$ cat src/rtl/bch1572_serial_encoder.sv
// Bit-serial systematic BCH(15,7,2) encoder: one message bit per clock through a parity LFSR.
// Optional build macro BCH_ENC_COUNT_EN adds a saturating word_count of accepted codewords.
`timescale 1ns/1ps

module bch1572_serial_encoder #(
  parameter int               N        = 15,
  parameter int               K        = 7,
  parameter logic [N-K:0]     GEN_POLY = 9'h1D1
) (
  input  logic             clk,
  input  logic             rst,
  input  logic             in_valid,
  output logic             in_ready,
  input  logic [K-1:0]     in_data,
  output logic             out_valid,
  input  logic             out_ready,
  output logic [N-1:0]     out_codeword,
`ifdef BCH_ENC_COUNT_EN
  output logic [15:0]      word_count,
`endif
  output logic             busy
);

  localparam int P  = N - K;
  localparam int CW = (K > 1) ? $clog2(K) : 1;

  typedef enum logic [1:0] {S_IDLE, S_SHIFT, S_DONE} state_t;

  state_t          state_q, state_d;
  logic [K-1:0]    data_q, data_d;
  logic [K-1:0]    shreg_q, shreg_d;
  logic [P-1:0]    lfsr_q, lfsr_d;
  logic [CW-1:0]   cnt_q, cnt_d;
  logic            fb;
  logic            accept;

  // in_ready is forced low while reset is asserted so nothing is taken during reset.
  assign in_ready     = !rst && ((state_q == S_IDLE) || (state_q == S_DONE && out_ready));
  assign accept       = in_valid && in_ready;
  assign out_valid    = (state_q == S_DONE);
  assign busy         = (state_q == S_SHIFT);
  assign out_codeword = out_valid ? {data_q, lfsr_q} : '0;
  assign fb           = shreg_q[K-1] ^ lfsr_q[P-1];

  always_comb begin
    state_d = state_q;
    data_d  = data_q;
    shreg_d = shreg_q;
    lfsr_d  = lfsr_q;
    cnt_d   = cnt_q;
    case (state_q)
      S_IDLE: begin
        if (accept) begin
          data_d  = in_data;
          shreg_d = in_data;
          lfsr_d  = '0;
          cnt_d   = '0;
          state_d = S_SHIFT;
        end
      end
      S_SHIFT: begin
        lfsr_d  = {lfsr_q[P-2:0], 1'b0} ^ (fb ? GEN_POLY[P-1:0] : {P{1'b0}});
        shreg_d = shreg_q << 1;
        if (cnt_q == CW'(K - 1)) begin
          cnt_d   = '0;
          state_d = S_DONE;
        end else begin
          cnt_d   = cnt_q + 1'b1;
        end
      end
      S_DONE: begin
        // A new word can be loaded on the same edge the codeword leaves.
        if (accept) begin
          data_d  = in_data;
          shreg_d = in_data;
          lfsr_d  = '0;
          cnt_d   = '0;
          state_d = S_SHIFT;
        end else if (out_ready) begin
          state_d = S_IDLE;
        end
      end
      default: state_d = S_IDLE;
    endcase
  end

  always_ff @(posedge clk or posedge rst) begin
    if (rst) begin
      state_q <= S_IDLE;
      data_q  <= '0;
      shreg_q <= '0;
      lfsr_q  <= '0;
      cnt_q   <= '0;
    end else begin
      state_q <= state_d;
      data_q  <= data_d;
      shreg_q <= shreg_d;
      lfsr_q  <= lfsr_d;
      cnt_q   <= cnt_d;
    end
  end

`ifdef BCH_ENC_COUNT_EN
  logic [15:0] count_q, count_d;

  always_comb begin
    count_d = count_q;
    if (out_valid && out_ready && (count_q != 16'hFFFF)) begin
      count_d = count_q + 16'd1;
    end
  end

  always_ff @(posedge clk or posedge rst) begin
    if (rst) begin
      count_q <= '0;
    end else begin
      count_q <= count_d;
    end
  end

  assign word_count = count_q;
`endif

endmodule

$ cat config.mk
export PLATFORM = sky130hd
export DESIGN_NAME = bch1572_serial_encoder
export DESIGN_NICKNAME = d
export VERILOG_FILES = /design/src/rtl/bch1572_serial_encoder.sv
export SDC_FILE = /design/constraint.sdc
export NUM_CORES = 1
export LEC_CHECK = 0
export ABC_AREA = 1
export ABC_CLOCK_PERIOD_IN_PS = 3080
export CORE_UTILIZATION = 25
export CTS_BUF_LIST = sky130_fd_sc_hd__clkbuf_2 sky130_fd_sc_hd__clkbuf_4 sky130_fd_sc_hd__clkbuf_8
export DETAILED_ROUTE_END_ITERATION = 10
export SLEW_MARGIN = 15
export SYNTH_ARGS = -nofsm -noshare
export SYNTH_HDL_FRONTEND = slang
export SYNTH_SLANG_ARGS = --single-unit
$ cat constraint.sdc
create_clock -name clk -period 3.08 [get_ports clk]
set_input_delay 0.616 -clock clk [delete_from_list [all_inputs] [get_ports clk]]
set_output_delay 0.616 -clock clk [all_outputs]
set_load 0.01 [all_outputs]
* Word level (Yosys, flattened, before mapping)
Index checks and enable logic that the tools add are counted.
W data, S select, Z words.
** Storage, ports and cells
- Register bits :: 27
- Logic and storage cells :: 40
** Operators by class
- Reduce and logical (&&, ||, !) cells :: 11
- Equality and inequality tests :: 7
- Bitwise gates (word level) :: 2
- Multiplexer cells :: 14
- Add/sub/neg operators :: 1
** Operators with widths (count)
- $mux W8 :: 2
- $pmux W8 S2 :: 1
- $mux W15 :: 1
- $pmux W7 S2 :: 1
- $mux W2 :: 4
- $xor A8 B8 Y8 :: 1
- $mux W7 :: 1
- $mux W3 :: 2
- $pmux W2 S3 :: 1
- $pmux W3 S2 :: 1
- $ne A2 B1 Y1 const B :: 2
- $reduce_and A2 Y1 :: 2
- $add A3 B1 Y3 const B :: 1
- $eq A3 B3 Y1 const B :: 1
- $logic_and A1 B1 Y1 :: 3
- $ne A3 B1 Y1 const B :: 1
- $reduce_and A3 Y1 :: 1
- $eq A2 B1 Y1 const B :: 1
- $eq A2 B2 Y1 const B :: 1
- $logic_not A2 Y1 :: 1
- $ne A2 B2 Y1 const B :: 1
- $reduce_bool A2 Y1 :: 1
- $reduce_or A2 Y1 :: 1
- $logic_not A1 Y1 :: 1
- other kinds (2) :: 2

* Depth between registers and ports, before layout
- Depth in word-level cells :: 7
- Depth in mapped cells :: 8
- Mapped depth without buffers :: 7

* Least setup slack after synthesis
Ideal clock, no wire load.
- Kind :: register to output
- Start :: register state_q[0]
- End :: output out_codeword[10]
- Slack :: 1238 ps
- Stages on the path, launching flop included :: 6
- Arrival time :: 1226 ps
- Buffers on the path :: 2
- Required time :: 2464 ps
- Path through :: dfrtp_1 -> buf_6 -> nor2_1 -> inv_1 -> buf_2 -> nor2_1
** On the way
- Cells in the longest elaborated chain, start to end :: 2
** RTL lines
- start, declared :: line 29 : state_t state_q, state_d;
- start signal, assigned :: line 95 : state_q <= state_d;
- $eq A2 B2 Y1 :: line 40 : assign out_valid = (state_q == S_DONE);
- net out_valid :: line 15 : output logic out_valid,
- $mux W15 :: line 42 : assign out_codeword = out_valid ? {data_q, lfsr_q} : '0;
- end, declared :: line 17 : output logic [N-1:0] out_codeword,
The timed path passes the listed nets, and every way through them passes these cells.

* Final worst setup path
- Start :: register state_q[0]
- End :: output out_codeword[3]
** On the way
- Cells in the longest elaborated chain, start to end :: 2
** RTL lines (line)
- $eq A2 B2 Y1 :: 40
- $mux W15 :: 42
Every way passes these cells.

==> impl_metrics.csv <==
group,metric,value,unit
outcome,outcome,"finished, final reports clean",
die,core_area,0.005107,sq mm
route,drt_iter0_markers,67,
worst_hold_path,min_path_type,"register to register",
timing,clock-skew-final,0.8745,ps
die,start_util,0.2611,
grt,grt_remaining_overflow,0,
grt,antenna_found_initial,0,
cts,root_buffer,"clkbuf_8",
layout,postLayoutCoreUtil,0.3366,
die,rows,26,
yosys,post_synth.cell_area_avg,7.800,sq um
timing,relSlewSlack,0.6594,
setup_path,crit_family,"buffers and inverters",
die,die_w,75.04,um
timing,fin_ws,495.7,ps
pwr,total_leakage_power,0.7984,nW
timing,drv_slew,0,
cts,cts_resized,0,
layout,antenna_cells,0,
yosys,synthCells,171,
grt,track_usage,0.1156,
cts,cts.sinks,27,
timing,worstMarginPinSlew,510.4,ps
cts,cts_buffer_depth,2,
cts,cts_hold_buf,0,
route,drt_wl_total,2761,um
timing,hold_slack,479.2,ps
timing,finalHoldViolations,0,
setup_path,cp_slowest_stage_delay,560,ps
timing,tns,0,ps
timing,rsz0062_at_grt,"no",
yosys,ys.warnings.count,0,
layout,fill_cells,572,
layout,syn_to_final_growth,28.89,%
cts,post_cts_buffers,0,
setup_path,crit_top_cell,"nor2_1",
setup_path,path_buf_inv,2,
cts,cts_tree,"built",
pwr,finalPower,1.446,mW
yosys,synth_fp_nets,182,
grt,grt_pass1_wl,5002,um
placed_design,place_area,0.001673,sq mm
timing,setup_viol,0,
setup_path,cp.arrival,1970,ps
layout,layout_commonest_cell,"nand2_1",
die,chipHeight,75.04,um
setup_path,crit_type,"register to primary output",
pwr,power_density,840.9,mW/mm^2
pwr,peakVddDrop,407.0,uV
job,drv_cap,0,
route,drc,0,
cts,htreeDepth,1,
timing,min_period,2584,ps
layout,final_area,0.001719,sq mm
layout,final_nets,211,
yosys,ys_ff_latch,27,
yosys,ys_seq_area_frac,0.5066,
placed_design,place_ws,574.3,ps
layout,layout_common_cells,"nand2_1, inv_1, clkdlybuf4s50_1",
setup_path,start_kind,"register",
cts,clkLatencyLatePin,270,ps
yosys,netlist_area,0.001334,sq mm
setup_path,critical_path.max_fanout,15,
setup_path,crit_slowest_cell,"clkdlybuf4s50_1",
route,dr_total_vias,1136,
placed_design,gp_congestion,0.7669,
die,pin_count,29,
layout,drive_above_1_share,0.05528,
cts,cts_made_buffers,3,
grt,grt_start_max_net_pins,28,
placed_design,dp_cells,265,
route,ant_nets,0,
setup_path,cp_cell_sequence,"nor2_1, inv_1, nor2_1, clkdlybuf4s50_1",
grt,grt_pass1_vias,1147,
cts,clk_pin_slew,90,ps
timing,fmax,386.9,MHz
yosys,ys_types,20,
timing,fin_crit_sh,0.8391,
layout,layout.cells.non_filler,269,
route,route.detailed.wl_per_inst,10.26,um
placed_design,dpl.hpwl,2025,um
setup_path,required,2460,ps
placed_design,portBuffers,28,
route,vias_per_cell,4.223,
setup_path,critPathCaptureType,"primary output",
die,die_area,0.005631,sq mm
route,dr.pass1.iters,4,
## worst reg2reg max path, cell delays in order, from the launching register on
cell and delay, ps:
dfrtp_1 480, nor2_4 170, nand3_4 200, nand2_4 230, inv_2 150, nand2_1 90
o21ai_1 60
## flip-flops by register name, summed over array words and instances, names as in the netlist
| signal | cells |
|---|---|
| lfsr_q | 8 |
| data_q | 7 |
| shreg_q | 7 |
| cnt_q | 3 |
| state_q | 2 |
## Yosys cell counts
| cell type | instances | area, sq um |
|---|---|---|
| o21ai_0 | 17 | 85.08 |
| inv_2 | 1 | 3.750 |
| nand2_1 | 44 | 165.2 |
| dfrtp_1 | 27 | 675.7 |
| nand2_2 | 1 | 6.260 |
| o22ai_1 | 6 | 37.54 |
| buf_2 | 2 | 10.01 |
| nand3_1 | 10 | 50.05 |
| a21oi_1 | 2 | 10.01 |
| and2_1 | 1 | 6.260 |
| clkbuf_1 | 1 | 3.750 |
| buf_4 | 1 | 7.510 |
| o21ai_1 | 5 | 25.02 |
| nand3_4 | 1 | 17.52 |
| buf_6 | 2 | 22.52 |
| inv_1 | 30 | 112.6 |
| nand2_4 | 1 | 11.26 |
| xnor2_1 | 1 | 8.760 |
| nor2_4 | 1 | 11.26 |
| nor2_1 | 17 | 63.81 |
## cell type report
type | count | area [sq um] | area share
Sequential cell | 27 | 675.6 | 0.3930
Timing Repair Buffer | 30 | 295.3 | 0.1718
Tap cell | 70 | 87.58 | 0.05095
Clock inverter | 1 | 5.005 | 0.002911
Clock buffer | 3 | 41.29 | 0.02402
Multi-Input combinational cell | 107 | 498.0 | 0.2897
Inverter | 31 | 116.4 | 0.06769
## routing by layer
| layer | vias to the layer above | global-route usage | wire, um |
|---|---|---|---|
| met5 | - | 0 | 0 |
| met4 | 0 | 0.01887 | 19 |
| met3 | 2 | 0.02811 | 86 |
| met2 | 18 | 0.1992 | 1308 |
| met1 | 534 | 0.1493 | 1347 |
| li1 | 582 | - | - |
## power by group
group          switching (mW)  internal, mW  total (mW)
Clock                   0.108        0.0905       0.199
Combinational           0.385         0.255       0.640
Sequential             0.0986         0.509       0.608
Total                   0.591         0.854        1.45
## worst paths after layout
check,cells after the start,endpoint,slack [ps],from
max in group asynchronous,3,lfsr_q[2],2020,rst
hold / removal,2,shreg_q[3],480,shreg_q[3]
setup reg to reg,6,shreg_q[0],1600,state_q[0]
setup / recovery,4,out_codeword[3],500,state_q[0]
min in group asynchronous,3,data_q[3],800,rst
hold reg to reg,2,shreg_q[3],480,shreg_q[3]
## cell families after synthesis
family / Yosys count / synth area share
DFF: 27 / 0.5066
and+or+nand+nor: 76 / 0.2486
xor gates and xnor gates: 1 / 0.006568
AOI/OAI and AO/OA: 30 / 0.1182
buffers and inverters: 37 / 0.1201
(Power assumes the default switching activity.)
